`src/rtl/phy_tx_lane_arbiter.sv`:
```
`default_nettype none
// ============================================================================
//  Module   : phy_tx_lane_arbiter
//  Function : Four requester FIFOs drained round-robin, one byte per clk4f,
//             onto the {valid, data} parallel word that feeds phy_tx.
//  Revision : 1.0 - initial release
// ============================================================================
module phy_tx_lane_arbiter #(
    parameter int                DATA_W     = 8,
    parameter int                FIFO_DEPTH = 4,
    parameter int                AFULL_TH   = 3,
    parameter logic [DATA_W-1:0] IDLE_SYM   = 8'hBC
) (
    input  logic              clk4f,
    input  logic              reset,
    input  logic [3:0]        push,
    input  logic [DATA_W-1:0] data_in0,
    input  logic [DATA_W-1:0] data_in1,
    input  logic [DATA_W-1:0] data_in2,
    input  logic [DATA_W-1:0] data_in3,
    output logic [3:0]        almost_full,
    output logic [3:0]        full,
    output logic [3:0]        overflow_err,
    output logic [1:0]        grant,
    output logic [DATA_W:0]   paralelo_out
);

    localparam int NUM_REQ = 4;
    localparam int SEL_W   = 2;
    localparam int PTR_W   = $clog2(FIFO_DEPTH);
    localparam int CNT_W   = PTR_W + 1;

    logic [DATA_W-1:0] w_din   [NUM_REQ];
    logic [DATA_W-1:0] w_head  [NUM_REQ];
    logic [CNT_W-1:0]  w_count [NUM_REQ];

    logic [SEL_W-1:0]  last_q, last_d;
    logic [SEL_W-1:0]  grant_q, grant_d;
    logic [DATA_W:0]   paralelo_q, paralelo_d;

    logic              w_found;
    logic [SEL_W-1:0]  w_sel;
    logic [SEL_W-1:0]  w_cand;

    assign w_din[0] = data_in0;
    assign w_din[1] = data_in1;
    assign w_din[2] = data_in2;
    assign w_din[3] = data_in3;

    // ------------------------------------------------------------------
    // Per-requester FIFO
    // ------------------------------------------------------------------
    generate
        for (genvar i = 0; i < NUM_REQ; i++) begin : g_fifo
            logic [DATA_W-1:0] mem_q [FIFO_DEPTH];
            logic [PTR_W-1:0]  wr_ptr_q, wr_ptr_d;
            logic [PTR_W-1:0]  rd_ptr_q, rd_ptr_d;
            logic [CNT_W-1:0]  count_q, count_d;
            logic              ovf_q, ovf_d;
            logic              w_pop;
            logic              w_full;
            logic              w_wr;

            assign w_full = (count_q == CNT_W'(FIFO_DEPTH));
            assign w_pop  = w_found && (w_sel == SEL_W'(i));
            // A same-edge pop frees the slot, so a push on a full FIFO is kept.
            assign w_wr   = push[i] && (w_pop || !w_full);

            always_comb begin
                wr_ptr_d = wr_ptr_q;
                rd_ptr_d = rd_ptr_q;
                count_d  = count_q;
                ovf_d    = ovf_q;
                if (w_wr) begin
                    wr_ptr_d = wr_ptr_q + 1'b1;
                end
                if (w_pop) begin
                    rd_ptr_d = rd_ptr_q + 1'b1;
                end
                if (w_wr && !w_pop) begin
                    count_d = count_q + 1'b1;
                end else if (w_pop && !w_wr) begin
                    count_d = count_q - 1'b1;
                end
                if (push[i] && !w_wr) begin
                    ovf_d = 1'b1;
                end
            end

            always_ff @(posedge clk4f) begin
                if (reset) begin
                    wr_ptr_q <= '0;
                    rd_ptr_q <= '0;
                    count_q  <= '0;
                    ovf_q    <= 1'b0;
                end else begin
                    wr_ptr_q <= wr_ptr_d;
                    rd_ptr_q <= rd_ptr_d;
                    count_q  <= count_d;
                    ovf_q    <= ovf_d;
                end
            end

            always_ff @(posedge clk4f) begin
                if (!reset && w_wr) begin
                    mem_q[wr_ptr_q] <= w_din[i];
                end
            end

            assign w_head[i]       = mem_q[rd_ptr_q];
            assign w_count[i]      = count_q;
            assign full[i]         = w_full;
            assign almost_full[i]  = (count_q >= CNT_W'(AFULL_TH));
            assign overflow_err[i] = ovf_q;
        end
    endgenerate

    // ------------------------------------------------------------------
    // Round-robin search starting just after the last served requester
    // ------------------------------------------------------------------
    always_comb begin
        w_found = 1'b0;
        w_sel   = last_q;
        w_cand  = last_q;
        for (int j = 1; j <= NUM_REQ; j++) begin
            w_cand = last_q + SEL_W'(j);
            if (!w_found && (w_count[w_cand] != '0)) begin
                w_found = 1'b1;
                w_sel   = w_cand;
            end
        end
    end

    always_comb begin
        last_d     = last_q;
        grant_d    = grant_q;
        paralelo_d = {1'b0, IDLE_SYM};
        if (w_found) begin
            last_d     = w_sel;
            grant_d    = w_sel;
            paralelo_d = {1'b1, w_head[w_sel]};
        end
    end

    // Requester 0 gets first priority out of reset.
    always_ff @(posedge clk4f) begin
        if (reset) begin
            last_q     <= SEL_W'(NUM_REQ - 1);
            grant_q    <= '0;
            paralelo_q <= {1'b0, IDLE_SYM};
        end else begin
            last_q     <= last_d;
            grant_q    <= grant_d;
            paralelo_q <= paralelo_d;
        end
    end

    assign grant        = grant_q;
    assign paralelo_out = paralelo_q;

endmodule
`default_nettype wire
```
`config.mk`:
```
export PLATFORM = sky130hd
export DESIGN_NAME = phy_tx_lane_arbiter
export DESIGN_NICKNAME = d
export VERILOG_FILES = /design/src/rtl/phy_tx_lane_arbiter.sv
export SDC_FILE = /design/constraint.sdc
export NUM_CORES = 1
export LEC_CHECK = 0
export CAP_MARGIN = 20
export CORE_MARGIN = 1.5
export CORE_UTILIZATION = 40
export DETAILED_ROUTE_END_ITERATION = 6
export GPL_ROUTABILITY_DRIVEN = 1
export SYNTH_ARGS = -nofsm -noshare
export SYNTH_HDL_FRONTEND = slang
export SYNTH_SLANG_ARGS = --single-unit
```
`constraint.sdc`:
```
create_clock -name clk4f -period 6.1 [get_ports clk4f]
set_clock_uncertainty 0.1 [all_clocks]
set_input_delay 1.22 -clock clk4f [delete_from_list [all_inputs] [get_ports clk4f]]
set_output_delay 1.22 -clock clk4f [all_outputs]
set_load 0.05 [all_outputs]
```
==> results of run 1 <==
==> logic make-up (layout without fill, tap and decap cells) <==
group,count (synthesis),in the layout
flops,181,181
simple gates,93,93
compound gates,56,56
mux,53,53
buf+inv,49,116
fa+ha+maj,24,24
xor+xnor,20,20
==> report_power, final <==
group,switching (W),leakage (nW),internal [W]
registers,0.000182,1.60,0.00148
logic,0.000808,1.24,0.000622
clock network,0.000436,0.289,0.000619
==> routing by layer <==
metal,global-route usage,up-vias,part of all wire
met5,0,-,0
met4,0.05928,0,0.016
met3,0.03350,13,0.032
met2,0.2443,64,0.50
met1,0.1923,1992,0.45
li1,-,1882,-
==> final timing paths <==
kind	endpoint	slack (ns)	depth (start not counted)
max	full[3]	2.81	4
max reg2reg	g_fifo[0].count_q[2]	3.04	11
min	g_fifo[1].ovf_q	0.37	2
min reg2reg	g_fifo[1].ovf_q	0.37	2
==> critical path, cell delays in order, from the launching register on <==
cell	delay [ns]
sky130_fd_sc_hd__dfxtp_1	0.42
sky130_fd_sc_hd__nor2_1	0.14
sky130_fd_sc_hd__nand2_1	0.09
sky130_fd_sc_hd__inv_1	0.10
sky130_fd_sc_hd__clkdlybuf4s50_1	0.80
==> final cells by class <==
type / count / area (sq um)
clock buffer: 23 / 533.0
clock inverter: 8 / 57.56
fill: 1523 / 9351
inverter: 24 / 90.09
multi-input combinational: 246 / 2377
sequential: 181 / 4905
tap: 229 / 286.5
timing repair buffer: 61 / 608.1
==> cells in the final DEF, fill, tap and decap left out, types with 17 or more instances in the layout <==
cell type / instances
sky130_fd_sc_hd__clkdlybuf4s50_1: 60
sky130_fd_sc_hd__dfxtp_1: 53
sky130_fd_sc_hd__mux2i_1: 21
sky130_fd_sc_hd__ha_1: 20
sky130_fd_sc_hd__inv_1: 24
sky130_fd_sc_hd__and2_1: 17
sky130_fd_sc_hd__mux4_2: 32
sky130_fd_sc_hd__nor2_1: 42
sky130_fd_sc_hd__edfxtp_1: 128
sky130_fd_sc_hd__clkbuf_16: 21
==> stage by stage <==
stage | instances | area, sq um | util | setup slack (ns)
after global placement | 741 | 8267 | 0.4540 | 2.794
after floorplan | 476 | 7515 | - | 3.365
after detailed placement | 741 | 8267 | 0.4540 | 2.740
after CTS | 772 | 8857 | 0.4864 | 2.784
after global routing | 772 | 8857 | 0.4864 | 2.720
final | 772 | 8857 | 0.4864 | 2.812
==> registers in the layout, summed over array words and instances, names as in the netlist, named ones only <==
register / count
g_fifo.rd_ptr_q: 8
last_q: 2
grant: 2
g_fifo.mem_q: 128
g_fifo.wr_ptr_q: 8
g_fifo.ovf_q: 4
paralelo_out: 9
g_fifo.count_q: 12
==> results list, run 1 <==
- The final hold violation count came to 0.
* Wire length of the first global-routing pass: approximately 22000 um
* Total power consumption of the routed design: 0.004142 W
- Setup repair after global routing left no endpoint under its margin.
- At the worst endpoint, the arrival time is 1.97 ns.
- Largest fanout on the critical path: 7
- TritonCTS built the clock tree.
- Hold Crit Class: reg -> reg
* Worst voltage drop across the vdd grid: roughly 0.25 mV
- Post-DR wirelength/cell: 17.61 um
- Drc violations: 0
* TNS Setup: 0 ns
- Fraction of post-synthesis cell area in the top cell type by area: 0.5115
- The floorplan has 49 rows.
* Largest net degree at the start of global routing: between 40 and 50
- All-layer global routing usage: 0.1486
- Layout cells sized above 1: 0.1547
- Detailed-route wire length: 13600 um
- Leakage Power: 3.126 nW
- Clock Sinks: around 180
* Num CTS Buffers: 17
- Subtracting the final worst setup slack from the clock period gives approximately 3.3 ns.
- The clock passes through at most 2 buffers.
- Fraction of synthesis flops using an asynchronous set or reset pin: 0
- Fin. max-slew vios: 0
- Using the TritonRoute via totals, the vias-per-cell ratio works out to between 5 and 6.
* Level count of the clock H-tree: 4
- Simple-gate area share of the yosys netlist: 0.06727
- For this block, the initial DRC count from the detailed router was about 300.
- For this run the aggregate overflow at the end of global routing stands at 0.
- For this block, the via count after detailed routing is 3951.
- Measured along the y axis, the die boundary spans 140.1 um.
- CTS resizes: 0
- The largest total area in the synthesized netlist belongs to sky130_fd_sc_hd__edfxtp_1.
* Beginning of the critical path: g_fifo[3].count_q[0]
* Area inside the core boundary: between 0.015 and 0.02 sq mm
* Final weighted congestion in routability-driven placement: approximately 0.76
- Cell with the most instances after synthesis: sky130_fd_sc_hd__edfxtp_1
- The portion of synthesized area spent on multiplexers is 0.1239.
- Post-CTS timing repair inserted 0 buffers for setup.
- Clock-pin transition on the worst setup and hold timing paths: 0.06 ns
* Total power divided by cell area: 467.7 mW/mm^2
- A synthesized cell averages 15.79 sq um.
* Area share of xor/xnor cells in the synthesized design: 0.02331
* Timing-limited maximum frequency: just over 0.3 GHz
* Net Count, Synth: ~540
- Across all hold checks on the routed design, the worst slack comes to roughly 0.37 ns.
- Adder-cell share of the synthesized area: 0.04396
* Top FF cell, synth: sky130_fd_sc_hd__edfxtp_1
- Synth-to-Final Area Change: 17.87%
- Critical Path Start Type: register
- The run finished with clean final reports.
- Clock tree synthesis selected as its root buffer the cell sky130_fd_sc_hd__clkbuf_16.
- Number of warnings reported in the yosys synthesis log: 0
* Seq cells post-synth: ~180
- Dominant combinational cell family by area after synthesis: multiplexers
- Startpoint of the tightest hold check path: g_fifo[1].ovf_q
* Die Area: about 0.020 sq mm
- ANT nets after route: 0
- Synthesized netlist cell count: approximately 480
- The clock reaches the later pin of the worst-skew pair after 0.42 ns.
- By area the synthesized netlist is led by sky130_fd_sc_hd__edfxtp_1 (51%), sky130_fd_sc_hd__dfxtp_1 (14%), sky130_fd_sc_hd__mux4_2 (9.6%).
- The setup path with the least slack is of type reg -> out.
- Via count of the first global-routing pass: about 4100
- Max-cap violations: 0
- Worst r2r src: g_fifo[2].count_q[0]
- Measured against its own limit, the worst slew margin works out to 0.4997.
- For this run, the register share of the synthesized area comes to 0.6527.
- In this run the cell area of the synthesized design comes to 0.007515 sq mm.
- Setup-failing EPs final: 0
- Nature of the critical path endpoint: output port
- Fraction of the mapped netlist area in compound gates: 0.05794
- Required time of the critical path: about 4.8 ns
- For the pin with the worst max-slew slack, the measured transition is between 0.7 and 0.8 ns.
- Initial cell density of the core: 0.4127
* Antenna violations before repair: 0
- Number of port buffers: 60
* Number of hold buffers added after CTS: 0
* Drt first pass iters: 4
- Period Utilization, post-route: 0.5389
* Post-synth EDFFs: ~130
- Half-perimeter wire length of the detailed placement result: just under 10000 um
- After synthesis, the netlist uses 49 different library cells.
* Die span in x: 140.1 um
- I/O pins: 61
- Fin nets: 593
- The number of antenna diodes in the final layout is 0.
- Synth cell count leaders: sky130_fd_sc_hd__edfxtp_1 (128), sky130_fd_sc_hd__dfxtp_1 (53), sky130_fd_sc_hd__nor2_1 (42), sky130_fd_sc_hd__mux4_2 (32), sky130_fd_sc_hd__inv_1 (24)
No activity file was read; power rests on OpenSTA's default activity.
==> run 2: changes to the inputs <==
- clock period: 6.1 -> 3.2 ns (I/O delays scaled with it)
==> run 2 against run 1 <==
Non-clock buffer count is 6 higher. Sequential power increased by 90%. Clock-buffer cell count rose by 1. Die area unchanged. Critical path depth grew 6. Via count is 0.66% lower. Register-to-register slack lost 2.8 ns. Core utilization increased by 0.48 points. Global-route usage rose by 0.20 points. First-iteration DRC count shrank 37%. Critical path type is now reg -> reg. Largest cell class unchanged. Largest power group unchanged.
==> results list, run 2 (synthesis gave the netlist of run 1 again) <==
- The final hold violation count is 0 (unchanged).
- The largest net degree at the start of global routing came to 24 (was 46).
* Critical Path Start Type: register (unchanged)
* Post-DR wirelength/cell: 17.65 um (was 17.61 um)
- For this run, the top clock speed supported by timing is 0.3397 GHz.
- Critical path class: reg -> reg (was reg -> out)
- Drt first pass iters: 4 (unchanged)
* Most common cell after layout, fill and taps aside: sky130_fd_sc_hd__edfxtp_1 (unchanged)
- Setup bufs post-CTS: 0 (unchanged)
- P_sw: 0.002731 W (was 0.001426 W)
- Most frequent cells in the layout: sky130_fd_sc_hd__edfxtp_1 (128), sky130_fd_sc_hd__clkdlybuf4s50_1 (60), sky130_fd_sc_hd__dfxtp_1 (53), sky130_fd_sc_hd__nor2_1 (42), sky130_fd_sc_hd__mux4_2 (32) (unchanged)
- Final cell count without fillers: 779 (was 772)
- Period Utilization, post-route: 0.9198
- Result of the run: completed (unchanged).
- The CTS root buffer was sky130_fd_sc_hd__clkbuf_16 (unchanged).
* Final design instance area without fill: 0.008945 sq mm (was 0.008857 sq mm)
- Synth-to-Final Area Change: 19.03% (was 17.87%)
* Via count normalized by instance count: 5.039 (was 5.118)
- The count of placed standard cells including taps was 747 (was 741).
- The total die area came to 0.01962 sq mm (unchanged).
* Layout cells sized above 1: 0.1618 (was 0.1547)
- The placed instance area is 0.008324 sq mm (was 0.008267 sq mm).
- Worst Reg2Reg Path Length in Cells: 10 (was 11)
* Transition time at the pin with the least slew margin: 0.7893 ns (was 0.7504 ns)
* Clock-pin transition on the worst setup and hold timing paths: 0.06 ns (about the same)
* Internal power contribution: 0.005392 W (was 0.002716 W)
- The clock tree from TritonCTS was done (unchanged).
- Fin. max-slew vios: 0 (unchanged)
* Clock Sinks: 181 (unchanged)
- Number of inserted diodes: 0 (unchanged)
- The number of buffers inserted by port buffering is 60 (unchanged).
- The share of total power consumed by net switching came to 0.3362 (was 0.3443).
- Die span in x: 140.1 um (unchanged)
- The height of the chip is 140.1 um (unchanged).
- The number of global-route vias before repair came to 4141 (was 4094).
- Initial cell density of the core: 0.4127 (unchanged)
- The relative slew slack is 0.4738 (was 0.4997).
- Leakage Power: 3.162 nW (was 3.126 nW)
* Clk buf depth: 2 (unchanged)
- The master of the slowest instance on the critical path is sky130_fd_sc_hd__or3_1 (was sky130_fd_sc_hd__clkdlybuf4s50_1).
- The total via count in the routed design came to 3925 (was 3951).
- The top fanout value on the critical path is 6 (was 7).
- The worst min-delay path endpoint is g_fifo[2].ovf_q (was g_fifo[1].ovf_q).
- The endpoint of the lowest-slack register-to-register path is g_fifo[3].count_q[2] (was g_fifo[0].count_q[2]).
- The number of DRC violations after detailed-routing iteration 0 came to 191 (was 304).
- The peak supply drop came to 0.5636 mV (was 0.2506 mV).
- CP peak stage delay: 0.51 ns (was 0.80 ns)
- The cell depth of the worst hold path was 2 (unchanged).
- The overflow left after global routing came to 0 (unchanged).
- Level count of the clock H-tree: 4 (unchanged)
* Drc violations: 0 (unchanged)
- I/O pins: 61 (unchanged)
* Detailed-route wire length: 13750 um (was 13600 um)
* Required time of the critical path: 3.45 ns (was 4.78 ns)
* Antenna violations before repair: 0 (unchanged)
* Max FFs per register: 128 (unchanged)
- The site row count is 49 (unchanged).
- The post-cts hold buffer count came to 0 (unchanged).
- Sequential fraction of design power: 0.387 (was 0.400)
* Insertion delay of the later-clocked pin in the worst-skew pair: 0.42 ns (about the same)
- The final-stage net count is 599 (was 593).
* Hold Crit Class: reg -> reg (unchanged)
- Family of cells with the greatest summed delay on the critical path: simple AND/OR/NAND/NOR gates (was buffers and inverters)
* Register bank with the most flops: g_fifo.mem_q (unchanged)
- The register-to-register path setup slack is 0.26 ns (was 3.04 ns).
- The detailed placer's ending HPWL is 9931 um (was 9688 um).
* Sequence of cells on the critical path: or3_1 > o22ai_1 > o21ai_1 > inv_1 > ha_1 > inv_1 > fa_1 > xor2_1 > or3_1 > a21oi_1 (was nor2_1 > nand2_1 > inv_1 > clkdlybuf4s50_1)
- Fin crit period: a little under 3 ns
- Number of buffer and inverter stages on the critical path: 2 (unchanged)
* All-layer global routing usage: 0.1506 (was 0.1486)
- Wire length of the first global-routing pass: 22220 um (was 21820 um)
- TNS Setup: 0 ns (unchanged)
* Area inside the core boundary: 0.01821 sq mm (unchanged)
- Data arrival, critical path: 3.19 ns (was 1.97 ns)
- Total power divided by cell area: 908.2 mW/mm^2 (was 467.7 mW/mm^2)
* Setup-failing EPs final: 0 (unchanged)
- The beginning of the worst hold path was g_fifo[2].ovf_q (was g_fifo[1].ovf_q).
- Clock Power Share: 0.267 (was 0.255)
* Final weighted congestion in routability-driven placement: 0.8025 (was 0.7612)
* Combinational cell fraction of total power: 0.346 (was 0.345)
* Max-cap violations: 0 (unchanged)
- Total power consumption of the routed design: 0.008124 W (was 0.004142 W)
- The number of antenna-violating nets in the routed design came to 0 (unchanged).
- The worst flop-to-flop path startpoint is g_fifo[2].count_q[0] (unchanged).
- The capturing element type of the critical path is a register (was output port).
- The count of instances resized after the clock tree is built is 0 (unchanged).
* RSZ-0062 raised after global routing: false (unchanged)
- The total clock buffers created by CTS was 17 (unchanged).
[run 2: cell count changes in the layout (fill, tap and decap cells not counted), moves of 2 or more]
cell / previous run / this run
sky130_fd_sc_hd__clkbuf_1: 2 / 5
sky130_fd_sc_hd__inv_6: 2 / 0
sky130_fd_sc_hd__buf_4: 1 / 6
sky130_fd_sc_hd__bufinv_16: 0 / 4
sky130_fd_sc_hd__clkbuf_8: 0 / 2
sky130_fd_sc_hd__clkbuf_16: 21 / 17
[run 2: worst max-delay path by stage]
stage,start,endpoint,slack [ns],cells after the start
global route,g_fifo[2].count_q[0],g_fifo[3].count_q[2],0.07,10
CTS,g_fifo[2].count_q[0],g_fifo[3].count_q[2],0.24,10
finish,g_fifo[2].count_q[0],g_fifo[3].count_q[2],0.26,10
detailed placement,g_fifo[2].count_q[0],g_fifo[3].count_q[2],0.25,10
global placement,g_fifo[3].count_q[0],g_fifo[1].count_q[2],0.40,11
floorplan,g_fifo[3].count_q[0],g_fifo[2].count_q[2],0.48,11
[run 2: power groups by stage]
stage          clock, W  combinational, W  sequential (W)
2_1_floorplan         0           0.00209         0.00320
3_3_place_gp          0           0.00277         0.00319
3_5_place_dp          0           0.00283         0.00321
4_1_cts         0.00221           0.00285         0.00316
5_1_grt         0.00230           0.00307         0.00320
6_report        0.00217           0.00281         0.00315
[run 2: final cells by class]
type / count / area (sq um)
Tap cell: 229 / 286.5
Clock inverter: 8 / 148.9
Multi-Input combinational cell: 246 / 2377
Sequential cell: 181 / 4905
Timing Repair Buffer: 67 / 665.6
Inverter: 24 / 90.09
Fill cell: 1514 / 9264
Clock buffer: 24 / 471.7
[run 2: layer usage]
metal	vias up	part of all wire	global-route usage	wire, um
met5	-	0	0	0
met4	0	0.016	0.05817	221
met3	14	0.029	0.03009	399
met2	59	0.49	0.2464	6735
met1	1967	0.46	0.1993	6390
li1	1885	-	-	-
[run 2: stage by stage]
step | setup WS [ns] | hold slack [ns] | utilization
2_1_floorplan | 0.4767 | 0.3380 | -
6_report | 0.2566 | 0.3728 | 0.4912
3_5_place_dp | 0.2518 | 0.3592 | 0.4572
5_1_grt | 0.07250 | 0.4060 | 0.4912
3_3_place_gp | 0.4028 | 0.3569 | 0.4572
4_1_cts | 0.2370 | 0.3769 | 0.4912
[run 2: tightest hold or removal path, cell delays in order (launching register included)]
cell                      delay, ns
sky130_fd_sc_hd__dfxtp_1       0.33
sky130_fd_sc_hd__a31oi_1       0.04
sky130_fd_sc_hd__nor2_1        0.07
==> run 3: changes to the inputs <==
- DONT_BUFFER_PORTS: unset -> 1
- SKIP_LAST_GASP: unset -> 1
==> run 3 against run 2 <==
Total power down 3.9%. Register-to-register slack better by 0.02 ns. Worst hold slack worse by 0.19 ns. Sequential power up 6.7%. Critical path type unchanged.
==> results list, run 3 (synthesis gave the netlist of run 1 again) <==
* CP peak stage delay: 0.40 ns (was 0.51 ns)
- The setup TNS came to 0 ns (unchanged).
- The top fanout value on the critical path is 6 (unchanged).
- Worst voltage drop across the vdd grid: 0.4086 mV (was 0.5636 mV)
- The total die area is 0.01962 sq mm (unchanged).
- The initial core utilization came to 0.4127 (unchanged).
* Most frequent cells in the layout: sky130_fd_sc_hd__edfxtp_1 (128), sky130_fd_sc_hd__dfxtp_1 (53), sky130_fd_sc_hd__nor2_1 (42), sky130_fd_sc_hd__mux4_2 (32), sky130_fd_sc_hd__inv_1 (24) (was sky130_fd_sc_hd__edfxtp_1 (128), sky130_fd_sc_hd__clkdlybuf4s50_1 (60), sky130_fd_sc_hd__dfxtp_1 (53), sky130_fd_sc_hd__nor2_1 (42), sky130_fd_sc_hd__mux4_2 (32))
* Synth-to-Final Area Change: 10.34% (was 19.03%)
* Clk buf depth: 2 (unchanged)
- The largest net degree at the start of global routing was 46 (was 24).
* Master of the slowest instance on the critical path: sky130_fd_sc_hd__nor3_2 (was sky130_fd_sc_hd__or3_1)
- Fin crit period: 2.922 ns (was 2.943 ns)
* Data arrival, critical path: 3.17 ns (was 3.19 ns)
- Result of the run: completed (unchanged)
- The number of endpoints failing setup at the final stage is 0 (unchanged).
- The CTS root buffer is sky130_fd_sc_hd__clkbuf_16 (unchanged).
- Transition time at the pin with the least slew margin: 0.7603 ns (was 0.7893 ns)
* Most common cell after layout, fill and taps aside: sky130_fd_sc_hd__edfxtp_1 (unchanged)
- Leakage Power: 2.908 nW (was 3.162 nW)
* Die Y: 140.1 um (unchanged)
* Insertion delay of the later-clocked pin in the worst-skew pair: 0.42 ns (about the same)
* Detailed-route wire length: 13310 um (was 13750 um)
* Total power divided by cell area: 941.2 mW/mm^2 (was 908.2 mW/mm^2)
- Period Utilization, post-route: 0.9131 (was 0.9198)
- The count of boundary I/O pins is 61 (unchanged).
- The number of pins exceeding their max-slew limit in the final report was 0 (unchanged).
- Critical Path Start Type: register (unchanged)
* Relative slew slack: 0.4931 (was 0.4738)
* Max-cap violations: 0 (unchanged)
- RSZ-0062 raised after global routing: false (unchanged).
* Hold Crit Class: in -> reg (was reg -> reg)
- The data required time of the worst path was 3.44 ns (was 3.45 ns).
- Wire length of the first global-routing pass: 20960 um (was 22220 um)
- Drt first pass iters: 4 (unchanged)
* Antenna violations before repair: 0 (unchanged)
- Via count normalized by instance count: 5.149 (was 5.039)
- Level count of the clock H-tree: 4 (unchanged)
- The core footprint is 0.01821 sq mm (unchanged).
- Final cell utilization of the core: 0.4554 (was 0.4912)
- Number of design-rule violations left by the first detailed-router iteration: 256 (was 191)
- Layout cells sized above 1: 0.1824 (was 0.1618)
* Sequence of cells on the critical path: nor3_2 > a21oi_1 > a211oi_2 > o21ai_1 > inv_1 > ha_1 > inv_1 > fa_1 > xor2_1 > or3_1 > a21oi_1 (was or3_1 > o22ai_1 > o21ai_1 > inv_1 > ha_1 > inv_1 > fa_1 > xor2_1 > or3_1 > a21oi_1)
* Num CTS Buffers: 17 (unchanged)
- The final hold violation count was 0 (unchanged).
* Final hold slack: 0.1832 ns (was 0.3728 ns)
* Half-perimeter wire length of the detailed placement result: 9460 um (was 9931 um)
- The antenna cell count came to 0 (unchanged).
- Nature of the critical path endpoint: register (unchanged)
- Routed via count: 3692 (was 3925)
- Sum of overflow across all layers after global routing: 0 (unchanged)
* Register bank with the most flops: g_fifo.mem_q (unchanged)
* Die span in x: 140.1 um (unchanged)
- The routed length per instance came to 18.56 um (was 17.65 um).
* Via count of the first global-routing pass: 3851 (was 4141)
- Clock Sinks: 181 (unchanged)
* Critical path class: reg -> reg (unchanged)
- The number of antenna-violating nets in the routed design was 0 (unchanged).
* All-layer global routing usage: 0.1443 (was 0.1506)
- The post-route DRC violation count is 0 (unchanged).
* Final weighted congestion in routability-driven placement: 0.7776 (was 0.8025)
- The number of buffers inserted by port buffering is 0 (was 60).
- The clock tree from TritonCTS was done (unchanged).
- Fin nets: 537 (was 599)
- Timing-limited maximum frequency: 0.3422 GHz (was 0.3397 GHz)
* Max FFs per register: 128 (unchanged)
- The clock-pin slew of the registers on the worst-case setup and hold paths came to 0.07 ns (was 0.06 ns).
- The site row count came to 49 (unchanged).
- The post-cts hold buffer count is 0 (unchanged).
-- run 3: final timing paths --
path,to,slack [ns],start,cells after the start
worst max-delay path,g_fifo[0].count_q[2],0.28,g_fifo[2].count_q[0],11
worst min-delay path,g_fifo[0].ovf_q,0.18,reset,1
worst max register to register,g_fifo[0].count_q[2],0.28,g_fifo[2].count_q[0],11
worst min register to register,g_fifo[0].rd_ptr_q[1],0.42,g_fifo[0].rd_ptr_q[1],2
-- run 3: layer usage --
metal  vias up  GRT usage  part of all wire  routed length (um)
li1       1764          -                 -                   -
met1      1834     0.1786              0.44                5848
met2        81     0.2320              0.48                6429
met3        13    0.05231             0.061                 807
met4         0    0.05596             0.017                 220
met5         -          0                 0                   0
-- run 3: what timing repair did --
action | CTS | global route
gates resized for setup | 0 | 1
setup buffers | 0 | 3
endpoints found under the hold margin | 0 | 0
endpoints found under the setup margin | 0 | 1
-- run 3: final cells by class --
cell class | instances | area (sq um)
Fill cell | 1547 | 9917
Sequential cell | 181 | 4905
Multi-Input combinational cell | 246 | 2384
Clock buffer | 19 | 432.9
Tap cell | 229 | 286.5
Clock inverter | 13 | 156.4
Inverter | 24 | 90.09
Timing Repair Buffer | 5 | 37.54
-- run 3: per-stage QoR --
| step | worst slack, ns | area (sq um) | total power [W] | std cells |
|---|---|---|---|---|
| CTS | 0.1895 | 8263 | 0.007839 | 714 |
| detailed placement | 0.2089 | 7674 | 0.005772 | 682 |
| global placement | 0.3064 | 7674 | 0.005707 | 682 |
| global route | 0.06187 | 8292 | 0.008243 | 717 |
| floorplan | 0.4767 | 7515 | 0.005294 | 476 |
| finish | 0.2781 | 8292 | 0.007804 | 717 |
-- run 3: where the power goes --
group / leakage [nW] / internal (W) / total [W] / switching (W)
logic: 1.03 / 0.00106 / 0.00237 / 0.00132
clock network: 0.278 / 0.00122 / 0.00207 / 0.000845
registers: 1.60 / 0.00281 / 0.00336 / 0.000548
total: 2.91 / 0.00509 / 0.00780 / 0.00271
-- run 3: worst max-delay path: cells and delay by family (launching register included) --
family	cells	cell delay (ns)
and+or+nand+nor	2	0.72
AOI/OAI and AO/OA	4	0.76
xor gates and xnor gates	1	0.18
buffers and inverters	2	0.16
DFF	1	0.38
adders and majority gates	2	0.55
